<file path="config.mk">
export PLATFORM = sky130hd
export DESIGN_NAME = mcu_control_fsm
export DESIGN_NICKNAME = d
export VERILOG_FILES = /design/src/rtl/mcu_control_fsm.sv
export SDC_FILE = /design/constraint.sdc
export NUM_CORES = 1
export LEC_CHECK = 0
export ABC_CLOCK_PERIOD_IN_PS = 3600
export BUFFER_PORTS_ARGS = -buffer_cell sky130_fd_sc_hd__clkbuf_2
export CAP_MARGIN = 20
export CORE_ASPECT_RATIO = 1.1
export CORE_MARGIN = 1.5
export CORE_UTILIZATION = 50
export CTS_CLUSTER_DIAMETER = 80
export CTS_CLUSTER_SIZE = 14
export DETAILED_ROUTE_END_ITERATION = 6
export GPL_TIMING_DRIVEN = 0
export PLACE_DENSITY = 0.74
export SKIP_LAST_GASP = 1
export SYNTH_ARGS = -nofsm -noshare
export SYNTH_HDL_FRONTEND = slang
export SYNTH_SLANG_ARGS = --single-unit
</file>
<file path="constraint.sdc">
create_clock -name MCU_Clock -period 3.6 [get_ports MCU_Clock]
set_input_delay 0.36 -clock MCU_Clock [delete_from_list [all_inputs] [get_ports MCU_Clock]]
set_output_delay 0.36 -clock MCU_Clock [all_outputs]
set_load 0.02 [all_outputs]
</file>
<file path="src/rtl/mcu_control_fsm.sv">
// mcu_control_fsm: main sequencer of the RV32I core.
// Each instruction goes through FETCH -> LATCH -> DECODE, and a load or store also goes
// through WAIT_LOAD/WAIT_STORE and COMPLETE. The unit issues the fetch request, the IR
// load, the PC update and the load write-back strobes, and it counts retired instructions.
// Optional feature: define MCU_WATCHDOG_EN to trap when a memory ready input does not
// arrive within TIMEOUT_CYCLES cycles.
// Memory handshake: MCU_Imem_Req is held high for the whole of FETCH. The fetch completes
// on the first rising edge at which MCU_Imem_Ready is high. WAIT_LOAD and WAIT_STORE end
// in the same way on MCU_Dmem_Ready. A ready input that is high in any other state is ignored.
module mcu_control_fsm #(
  parameter int TIMEOUT_CYCLES = 255,
  parameter int CNT_W          = 32
) (
  input  logic             MCU_Clock,
  input  logic             MCU_Reset_n,
  input  logic [6:0]       MCU_Opcode_InBUS,
  input  logic             MCU_Imem_Ready,
  input  logic             MCU_Dmem_Ready,
  output logic [2:0]       MCU_State_OutBUS,
  output logic             MCU_Imem_Req,
  output logic             MCU_Ir_Load,
  output logic             MCU_Pc_Update,
  output logic             MCU_Load_Wb,
  output logic             MCU_Illegal_Op,
  output logic             MCU_Timeout_Err,
  output logic [CNT_W-1:0] MCU_Retired_Count
);

  // The decode unit reads this encoding directly, so the values must not change.
  typedef enum logic [2:0] {
    S_RESET      = 3'b000,
    S_FETCH      = 3'b001,
    S_LATCH      = 3'b010,
    S_DECODE     = 3'b011,
    S_WAIT_LOAD  = 3'b100,
    S_WAIT_STORE = 3'b101,
    S_COMPLETE   = 3'b110,
    S_TRAP       = 3'b111
  } state_t;

  localparam logic [6:0] OP_LOAD   = 7'b0000011;
  localparam logic [6:0] OP_STORE  = 7'b0100011;
  localparam logic [6:0] OP_LUI    = 7'b0110111;
  localparam logic [6:0] OP_AUIPC  = 7'b0010111;
  localparam logic [6:0] OP_JAL    = 7'b1101111;
  localparam logic [6:0] OP_JALR   = 7'b1100111;
  localparam logic [6:0] OP_BRANCH = 7'b1100011;
  localparam logic [6:0] OP_IMM    = 7'b0010011;
  localparam logic [6:0] OP_REG    = 7'b0110011;

  state_t           state_q, state_d;
  logic             is_load_q, is_load_d;   // remembers whether COMPLETE follows a load
  logic             illegal_q;
  logic             illegal_set;
  logic             pc_update;
  logic             wd_expired;
  logic [CNT_W-1:0] retired_q;

`ifdef MCU_WATCHDOG_EN
  localparam int WD_W = $clog2(TIMEOUT_CYCLES + 1);

  logic [WD_W-1:0] wd_cnt_q;
  logic            in_wait;
  logic            ready_now;
  logic            timeout_q;

  assign in_wait   = state_q inside {S_FETCH, S_WAIT_LOAD, S_WAIT_STORE};
  assign ready_now = (state_q == S_FETCH) ? MCU_Imem_Ready : MCU_Dmem_Ready;
  // When ready arrives on the limit cycle, the normal transition takes priority over the trap.
  assign wd_expired = in_wait && !ready_now && (wd_cnt_q == WD_W'(TIMEOUT_CYCLES - 1));

  // Count idle cycles in a wait state. Any other state, or a ready, clears the count, so each entry starts from zero.
  always_ff @(posedge MCU_Clock or negedge MCU_Reset_n) begin
    if (!MCU_Reset_n) begin
      wd_cnt_q <= '0;
    end else if (in_wait && !ready_now && !wd_expired) begin
      wd_cnt_q <= wd_cnt_q + WD_W'(1);
    end else begin
      wd_cnt_q <= '0;
    end
  end

  // The timeout flag stays set until the next reset.
  always_ff @(posedge MCU_Clock or negedge MCU_Reset_n) begin
    if (!MCU_Reset_n) begin
      timeout_q <= 1'b0;
    end else if (wd_expired) begin
      timeout_q <= 1'b1;
    end
  end

  assign MCU_Timeout_Err = timeout_q;
`else
  logic unused_timeout_cfg;

  assign unused_timeout_cfg = (TIMEOUT_CYCLES > 0);
  assign wd_expired         = 1'b0;
  assign MCU_Timeout_Err    = 1'b0;
`endif

  // State register, load marker, sticky illegal flag and retired counter (the counter wraps silently).
  always_ff @(posedge MCU_Clock or negedge MCU_Reset_n) begin
    if (!MCU_Reset_n) begin
      state_q   <= S_RESET;
      is_load_q <= 1'b0;
      illegal_q <= 1'b0;
      retired_q <= '0;
    end else begin
      state_q   <= state_d;
      is_load_q <= is_load_d;
      if (illegal_set) illegal_q <= 1'b1;
      if (pc_update)   retired_q <= retired_q + CNT_W'(1);
    end
  end

  // Next-state logic, plus the Mealy PC update (DECODE) and the Moore PC update (COMPLETE).
  always_comb begin
    state_d     = state_q;
    is_load_d   = is_load_q;
    pc_update   = 1'b0;
    illegal_set = 1'b0;
    case (state_q)
      S_RESET: state_d = S_FETCH;
      S_FETCH: begin
        if (MCU_Imem_Ready)  state_d = S_LATCH;
        else if (wd_expired) state_d = S_TRAP;
      end
      S_LATCH: state_d = S_DECODE;
      S_DECODE: begin
        case (MCU_Opcode_InBUS)
          OP_LOAD: begin
            state_d   = S_WAIT_LOAD;
            is_load_d = 1'b1;
          end
          OP_STORE: begin
            state_d   = S_WAIT_STORE;
            is_load_d = 1'b0;
          end
          OP_LUI, OP_AUIPC, OP_JAL, OP_JALR, OP_BRANCH, OP_IMM, OP_REG: begin
            state_d   = S_FETCH;
            pc_update = 1'b1;
          end
          default: begin
            state_d     = S_TRAP;
            illegal_set = 1'b1;
          end
        endcase
      end
      S_WAIT_LOAD, S_WAIT_STORE: begin
        if (MCU_Dmem_Ready)  state_d = S_COMPLETE;
        else if (wd_expired) state_d = S_TRAP;
      end
      S_COMPLETE: begin
        pc_update = 1'b1;
        state_d   = S_FETCH;
      end
      S_TRAP:  state_d = S_TRAP;
      default: state_d = S_RESET;
    endcase
  end

  assign MCU_State_OutBUS  = state_q;
  assign MCU_Imem_Req      = (state_q == S_FETCH);
  assign MCU_Ir_Load       = (state_q == S_LATCH);
  assign MCU_Pc_Update     = pc_update;
  assign MCU_Load_Wb       = (state_q == S_COMPLETE) && is_load_q;
  assign MCU_Illegal_Op    = illegal_q;
  assign MCU_Retired_Count = retired_q;

endmodule

</file>
Word level (Yosys, flattened, before mapping):

Index checks and enable logic that the tools add are counted.

* flip-flop bits (word level): 37
* bits of input ports: 11
* output and inout bits: 41
* logic and storage cells: 41

* add/sub/neg operators: 1
* equal/unequal tests: 18
* muxes and demuxes: 9
* reductions and logical operators: 9

Operators with widths (count)
* $add 32x1->32 const B: 1
* $eq 7x6->1 const B: 3
* $eq 7x7->1 const B: 3
* $pmux 3 s6: 1
* $eq 7x5->1 const B: 2
* $eq 3x3->1 const B: 4
* $pmux 3 s3: 1
* $reduce_or 9->1: 1
* $eq 7x2->1 const B: 1
* $reduce_or 7->1: 1
* $eq 3x2->1 const B: 2
* $mux 3: 2
* $ne 2x2->1 const B: 2
* $pmux 1 s2: 2
* $reduce_and 2->1: 2
* $reduce_or 2->1: 2
* $eq 3x1->1 const B: 1
* $logic_not 3->1: 1
* $mux 1: 3
* $reduce_bool 2->1: 1
* $logic_and 1x1->1: 1

Longest topological paths before layout:

Gate-level depths: netlist (run 1).

* depth in word-level cells: 4
* mapped depth: 7
* depth with buffers taken out: 6

Worst setup path after synthesis (run 1):

Ideal clock, no wire load.

* path type: register to register
* start: register state_q[2], in the netlist MCU_State_OutBUS[2]
* end: register retired_q[24], in the netlist MCU_Retired_Count[24]
* data arrival time: 1.694 ns
* required time: 3.520 ns
* path slack: 1.826 ns
* stages on the path, launching flop included: 8
* buffers on the path: 2
* path through: dfrtp_1 buf_2 nor2b_4 o2111a_2 o21ai_2 buf_6 nor4_4 xor2_1

* cells in the longest elaborated chain, start to end: 2
* elaborated cells between the ends (all ways): 3
* those cells by class: eq/ne: 2; mux: 1

RTL lines
* from (decl): line 51 `state_t state_q, state_d;`
* from (signal assigned): line 109 `state_q <= state_d;`
* $eq 3x3->1 / $eq 3x2->1 (equally long branches): line 122 `case (state_q)`
* $pmux 1 s2 (*): line 122
* to (signal assigned): line 112 `if (pc_update) retired_q <= retired_q + CNT_W'(1);`
* to (decl): line 57 `logic [CNT_W-1:0] retired_q;`

Every way passes the cells marked *; elsewhere a longest branch is shown, timed or not.
A chain may end at the register's enable or synchronous reset.

Worst setup path in the final report (run 1):

* start: register state_q[0], in the netlist MCU_State_OutBUS[0]
* end: output MCU_Pc_Update

* cells in the longest elaborated chain, start to end: 2
* elaborated cells between the ends (all ways): 3
* those cells by class: eq/ne: 2; mux: 1

RTL lines
* $eq 3x3->1 / $eq 3x2->1 (equally long branches): line 122
* $pmux 1 s2 (*): line 122
* to (decl): line 22 `output logic MCU_Pc_Update,`

Marked as above.

==> results of run 1 <==
[path summary, 6_finish.rpt]
path,start,endpoint,slack (ps),cells after the start
max,MCU_State_OutBUS[0],MCU_Pc_Update,1510,5
min,MCU_Reset_n,MCU_State_OutBUS[0],180,1
max reg2reg,MCU_State_OutBUS[2],MCU_Retired_Count[19],1770,6
min reg2reg,MCU_Illegal_Op,MCU_Illegal_Op,470,1
max in group asynchronous,MCU_Reset_n,MCU_Retired_Count[17],2860,1
min in group MCU_Clock,MCU_Opcode_InBUS[5],is_load_q,300,2
[cell families after synthesis]
group | after synthesis | share of synthesized area [%]
xor gates and xnor gates | 31 | 14.0
buffers and inverters | 13 | 3.28
AOI/OAI and AO/OA | 15 | 6.04
adders and majority gates | 1 | 0.643
other | 1 | 0.193
and+or+nand+nor | 84 | 27.7
DFF | 37 | 47.6
muxes | 1 | 0.579
[cells in the mapped netlist (2+ instances only)]
cell type and number:
nand3_1 12, and3_1 5, or2_2 2, o211ai_1 2, nor4_1 5, nor2b_1 4
xor2_1 23, o21ai_0 2, nand2_1 14, and2_1 2, nor3_1 7, nand4_1 4
and4_1 3, nor4_4 4, buf_2 3, xnor2_1 8, dfrtp_1 37, inv_1 5
a21oi_1 2, nor2_1 14
[flip-flops by register name, indices dropped and copies added (netlist names)]
register and count:
MCU_Retired_Count 32, MCU_State_OutBUS 3, MCU_Illegal_Op 1, is_load_q 1
[worst reg2reg max path, stage by stage (launching register included)]
cell and delay (ps):
dfrtp_1 370, buf_2 190, nor2b_4 150, o2111a_2 250, o2111ai_2 300, nor3_1 320, xor2_1 180
[final cells by class]
type	count	area, µm²
tap	50	62.6
sequential	37	926
clock buffer	6	82.6
clock inverter	2	37.5
inverter	6	22.5
buffer	7	41.3
timing repair buffer	50	250
multi-input combinational	133	956
fill	334	1310
[per-stage QoR]
step           setup slack (ps)  instance area, µm²
5_1_grt                    1390                2380
4_1_cts                    1500                2380
2_1_floorplan              1830                1950
3_3_place_gp               1670                2260
6_report                   1510                2380
3_5_place_dp               1680                2260
[per-layer routing]
layer | track usage, % | vias to the layer above | routed length (µm)
met5 | 0 | - | 0
met4 | 6.67 | 0 | 53
met3 | 5.26 | 6 | 201
met2 | 30.5 | 38 | 1720
met1 | 25.0 | 692 | 1830
li1 | - | 747 | -
[cell usage in the layout (no fill, tap or decap), types with 2 or more instances in the layout]
| master | n |
|---|---|
| or2_2 | 2 |
| and3_1 | 5 |
| nand4_1 | 4 |
| inv_1 | 5 |
| nor3_1 | 7 |
| nand2_1 | 14 |
| nor4_4 | 4 |
| a21oi_1 | 2 |
| and4_1 | 3 |
| clkbuf_2 | 50 |
| xor2_1 | 23 |
| xnor2_1 | 8 |
| and2_1 | 2 |
| clkbuf_8 | 6 |
| buf_2 | 3 |
| nor4_1 | 5 |
| nor2_1 | 14 |
| o211ai_1 | 2 |
| nand3_1 | 12 |
| dfrtp_1 | 37 |
| nor2b_1 | 4 |
| o21ai_0 | 2 |
[power groups by stage]
stage / registers, µW / logic, µW / clock network, µW
floorplan: 557 / 204 / 0
global placement: 520 / 348 / 0
detailed placement: 522 / 350 / 0
CTS: 514 / 352 / 383
global route: 524 / 381 / 401
finish: 514 / 348 / 374
==> impl_metrics.tcl, run 1 <==
set metrics [dict create \
    netlist.area_leader.share_pct 47.6 \
    syn_nets 195 \
    drt_pass1_iterations 4 \
    ctsHtreeMaxLevel 2 \
    cpPeakStageDelay_ps 470 \
    die_w_um 62.5 \
    drv_cap 0 \
    hold_class "in -> async" \
    fmax_ghz 0.479 \
    area_delta_synth_final_pct 22.3 \
    path_cells "nor2b_4 > o2111a_2 > o21ai_2 > inv_2 > clkbuf_2" \
    cts_sinks 37 \
    start_util_pct 52.8 \
    async_reset_ff_share_pct 100 \
    path_buf_inv 2 \
    crit_type "reg -> out" \
    intPower_uw 813 \
    clockRootBuffer "clkbuf_8" \
    synth-edff-count 0 \
    power.leakage_uw 0.00129 \
    cp_slowest_cell "dfrtp_1" \
    clk_latency_ps 290 \
    cts_resized 0 \
    hold_buffers 0 \
    route.detailed.drc 0 \
    gp_congestion 0.784 \
    synthCells 183 \
    dieArea_um2 4270 \
    finalHoldViolations 0 \
    cp.arrival_ps 1730 \
    required_ps 3240 \
    p_total_uw 1240 \
    first_global_vias 1346 \
    dr_total_vias 1483 \
    setup_tns_ps 0 \
    irDropWorstVdd_v 0.000292 \
    core_um2 3680 \
    antenna_found_initial 0 \
    layout.nets 252 \
    rsz0062_at_grt "false" \
    port_buffers 50 \
    grt_max_degree 38 \
    wl_um 3810 \
    status "completed" \
    holdWs_ps 183 \
    rows 23 \
    die_y_um 68.4 \
    grt_overflow 0 \
    synth_top_area_cell "dfrtp_1" \
    seqPwrFrac_pct 41.6 \
    min_period_ps 2090 \
    timing.final.crit_share_pct 58.0 \
    critPathTopFamily "compound AO/OA/AOI/OAI gates" \
    ys_seq_elements 37 \
    tightest_slew_ps 896 \
    path_max_fanout 8 \
    num_io_pins 52 \
    wire_per_inst_um 13.1 \
    synthTopCellsByArea "dfrtp_1 48%, xor2_1 10%, nor4_4 4.4%" \
    syn_area_um2 1950 \
    synth.distinct_cells 45 \
    critPathLaunchType "register" \
    slew_headroom_pct 40.2 \
    synthFlopType "dfrtp_1" \
    syn_avg_cell_area_um2 10.6 \
    comb_power_share_pct 28.2 \
    numCtsBuffers 5 \
    post-route-util_pct 64.6 \
    ant_nets 0 \
    power.share.clock_pct 30.3 \
    maxSlewViolCount 0 \
    end_kind "output port" \
    drive_gt1_share_pct 33.2 \
    cts_tree "done" \
    power.density_nw_per_um2 520 \
    grt_pass1_wl_um 6290 \
    p_sw_share_pct 34.2 \
    yosysWarnings 0 \
    yosysSeqAreaShare_pct 47.6 \
    diodes 0 \
    setup_viol 0 \
    dpl.cell_count 283 \
    finClkSkew_ps 7.03 \
    drt_iter0_markers 72 \
    final_cell_count_no_fill 291 \
    cts_setup_buffers 0 \
    netSwitchingPower_uw 423 \
    drt-vias-per-instance 5.10 \
    track_usage_pct 19.0 \
    clkTransAtPathRegs_ps 70 \
    post-dp-hpwl_um 2770 \
    cts_buffer_depth 2 \
]
No activity file was read; power rests on OpenSTA's default activity.
==> inputs of run 2 (changes only) <==
ABC_CLOCK_PERIOD_IN_PS = 2050   (was 3600)
clock period = 2.05 ns   (was 3.6 ns; I/O delays follow)
==> run 2 against run 1 <==
  * Wire length grew 0.26%
  * Sequential share of layout area down 0.12 points
  * Register-to-register slack got worse by 1500 ps
  * Clock skew about the same
  * Final area is 0.32% higher
  * Final cell count is the same
  * Global-route usage is the same
  * First-iteration DRC count shrank 13%
  * Utilization is 0.20 points higher
  * Sequential power rose by 76%
  * Clock power up 76%
  * Critical path type unchanged
==> impl_metrics.tcl, run 2 (synthesized netlist as in run 1, its figures left out) <==
set metrics [dict create \
    fin_ws_ps 132 \
    first_global_vias 1346 \
    wire_per_inst_um 13.1 \
    port_buffers 50 \
    r2r-end "MCU_Retired_Count[19]" \
    clockRootBuffer "clkbuf_8" \
    route.detailed.drc 0 \
    crit_type "reg -> out" \
    finalHoldViolations 0 \
    largest_reg_flops 32 \
    drv_cap 0 \
    grt.met2_usage_pct 30.5 \
    intPower_uw 1430 \
    post_dp_cell_area_um2 2260 \
    ctsHtreeMaxLevel 2 \
    post-dp-hpwl_um 2770 \
    comb_power_share_pct 28.3 \
    busiest_layer "met2" \
    gp_congestion 0.784 \
    fmax_ghz 0.521 \
    finClkSkew_ps 6.68 \
    rsz0062_at_grt "false" \
    critPathLaunchType "register" \
    drt_iter0_markers 63 \
    grt_overflow 0 \
    p_sw_share_pct 34.4 \
    setup_viol 0 \
    status "completed" \
    dieArea_um2 4270 \
    final_cell_mix "50 x clkbuf_2, 37 x dfrtp_1, 23 x xor2_1" \
    drive_gt1_share_pct 33.2 \
    diodes 0 \
    dr_total_vias 1479 \
    drt_pass1_iterations 4 \
    seqPwrFrac_pct 41.5 \
    numCtsBuffers 5 \
    slew_headroom_pct 40.1 \
    start_util_pct 52.8 \
    num_io_pins 52 \
    wl_um 3820 \
    power.leakage_uw 0.00129 \
    r2r_start "MCU_State_OutBUS[0]" \
    track_usage_pct 19.0 \
    antenna_found_initial 0 \
    grt_max_degree 38 \
    hold_buffers 0 \
    met3_usage_pct 5.26 \
    layout.nets 252 \
    pre_cts_slack_ps 258 \
    min_period_ps 1920 \
    clkTransAtPathRegs_ps 70 \
    r2r_slack_ps 240 \
    hold_class "in -> async" \
    post-route-util_pct 64.8 \
    cts_sinks 37 \
    tightest_slew_ps 898 \
    clk_latency_ps 290 \
    required_ps 1850 \
    area_delta_synth_final_pct 22.6 \
    die_y_um 68.4 \
    final_common_cell "clkbuf_2" \
    fin_area_um2 2390 \
    grt_pass1_wl_um 6290 \
    timing.final.crit_share_pct 93.6 \
    end_kind "output port" \
    core_um2 3680 \
    cp.arrival_ps 1710 \
    irDropWorstVdd_v 0.000514 \
    die_w_um 62.5 \
    power.density_nw_per_um2 915 \
    setup_tns_ps 0 \
    path_max_fanout 10 \
    netSwitchingPower_uw 751 \
    cts_buffer_depth 2 \
    r2r_cells 5 \
    ant_nets 0 \
    cts_tree "done" \
    power.share.clock_pct 30.2 \
    maxSlewViolCount 0 \
    drt-vias-per-instance 5.08 \
    met1_usage_pct 25.0 \
    rows 23 \
]
==> run 2: worst max path at each step <==
stage | from | cells past startpoint | slack (ps) | end
2_1_floorplan | MCU_State_OutBUS[2] | 7 | 280 | MCU_Retired_Count[24]
3_3_place_gp | MCU_State_OutBUS[2] | 6 | 260 | MCU_Retired_Count[19]
3_5_place_dp | MCU_State_OutBUS[2] | 6 | 260 | MCU_Retired_Count[19]
4_1_cts | MCU_State_OutBUS[0] | 5 | 110 | MCU_Pc_Update
5_1_grt | MCU_State_OutBUS[2] | 6 | 30 | MCU_Retired_Count[19]
6_report | MCU_State_OutBUS[1] | 4 | 130 | MCU_Load_Wb
==> run 2: critical path, cell delays in order (launching register included) <==
cell,delay (ps)
dfrtp_1,450
clkbuf_1,350
nor2b_1,270
and3_1,190
clkbuf_2,160
==> run 2: through the flow <==
step | hold slack, ps | total power [µW] | std cells
final | 29.4 | 2180 | 291
after global routing | 112 | 2300 | 291
after CTS | 73.1 | 2190 | 291
after detailed placement | 385 | 1530 | 283
after global placement | 381 | 1520 | 283
after floorplan | -90.6 | 1340 | 183
==> run 2: metal layers <==
layer  wire, µm  part of all wire [%]
met5          0                     0
met4         53                   1.4
met3        201                   5.3
met2       1730                    45
met1       1830                    48
==> run 2: final cells by class <==
| type | instances | area (µm²) |
|---|---|---|
| fillers | 333 | 1300 |
| multi-input cells | 133 | 963 |
| inverters | 6 | 22.5 |
| well taps | 50 | 62.6 |
| repair buffers | 50 | 250 |
| flip-flops and latches | 37 | 926 |
| clock inverters | 2 | 37.5 |
| plain buffers | 7 | 41.3 |
| clock buffers | 6 | 82.6 |
==> run 2: repair_timing <==
item                                   CTS  global route
buffers inserted                         0             0
endpoints found under the hold margin    0             0
setup endpoints to repair                0             1
resized for setup                        0             1
==> run 2: power groups by stage <==
stage	Sequential, µW	Combinational (µW)	Clock, µW
floorplan	979	358	0
finish	906	618	658
global placement	914	611	0
global route	923	676	704
CTS	902	618	673
detailed placement	916	615	0
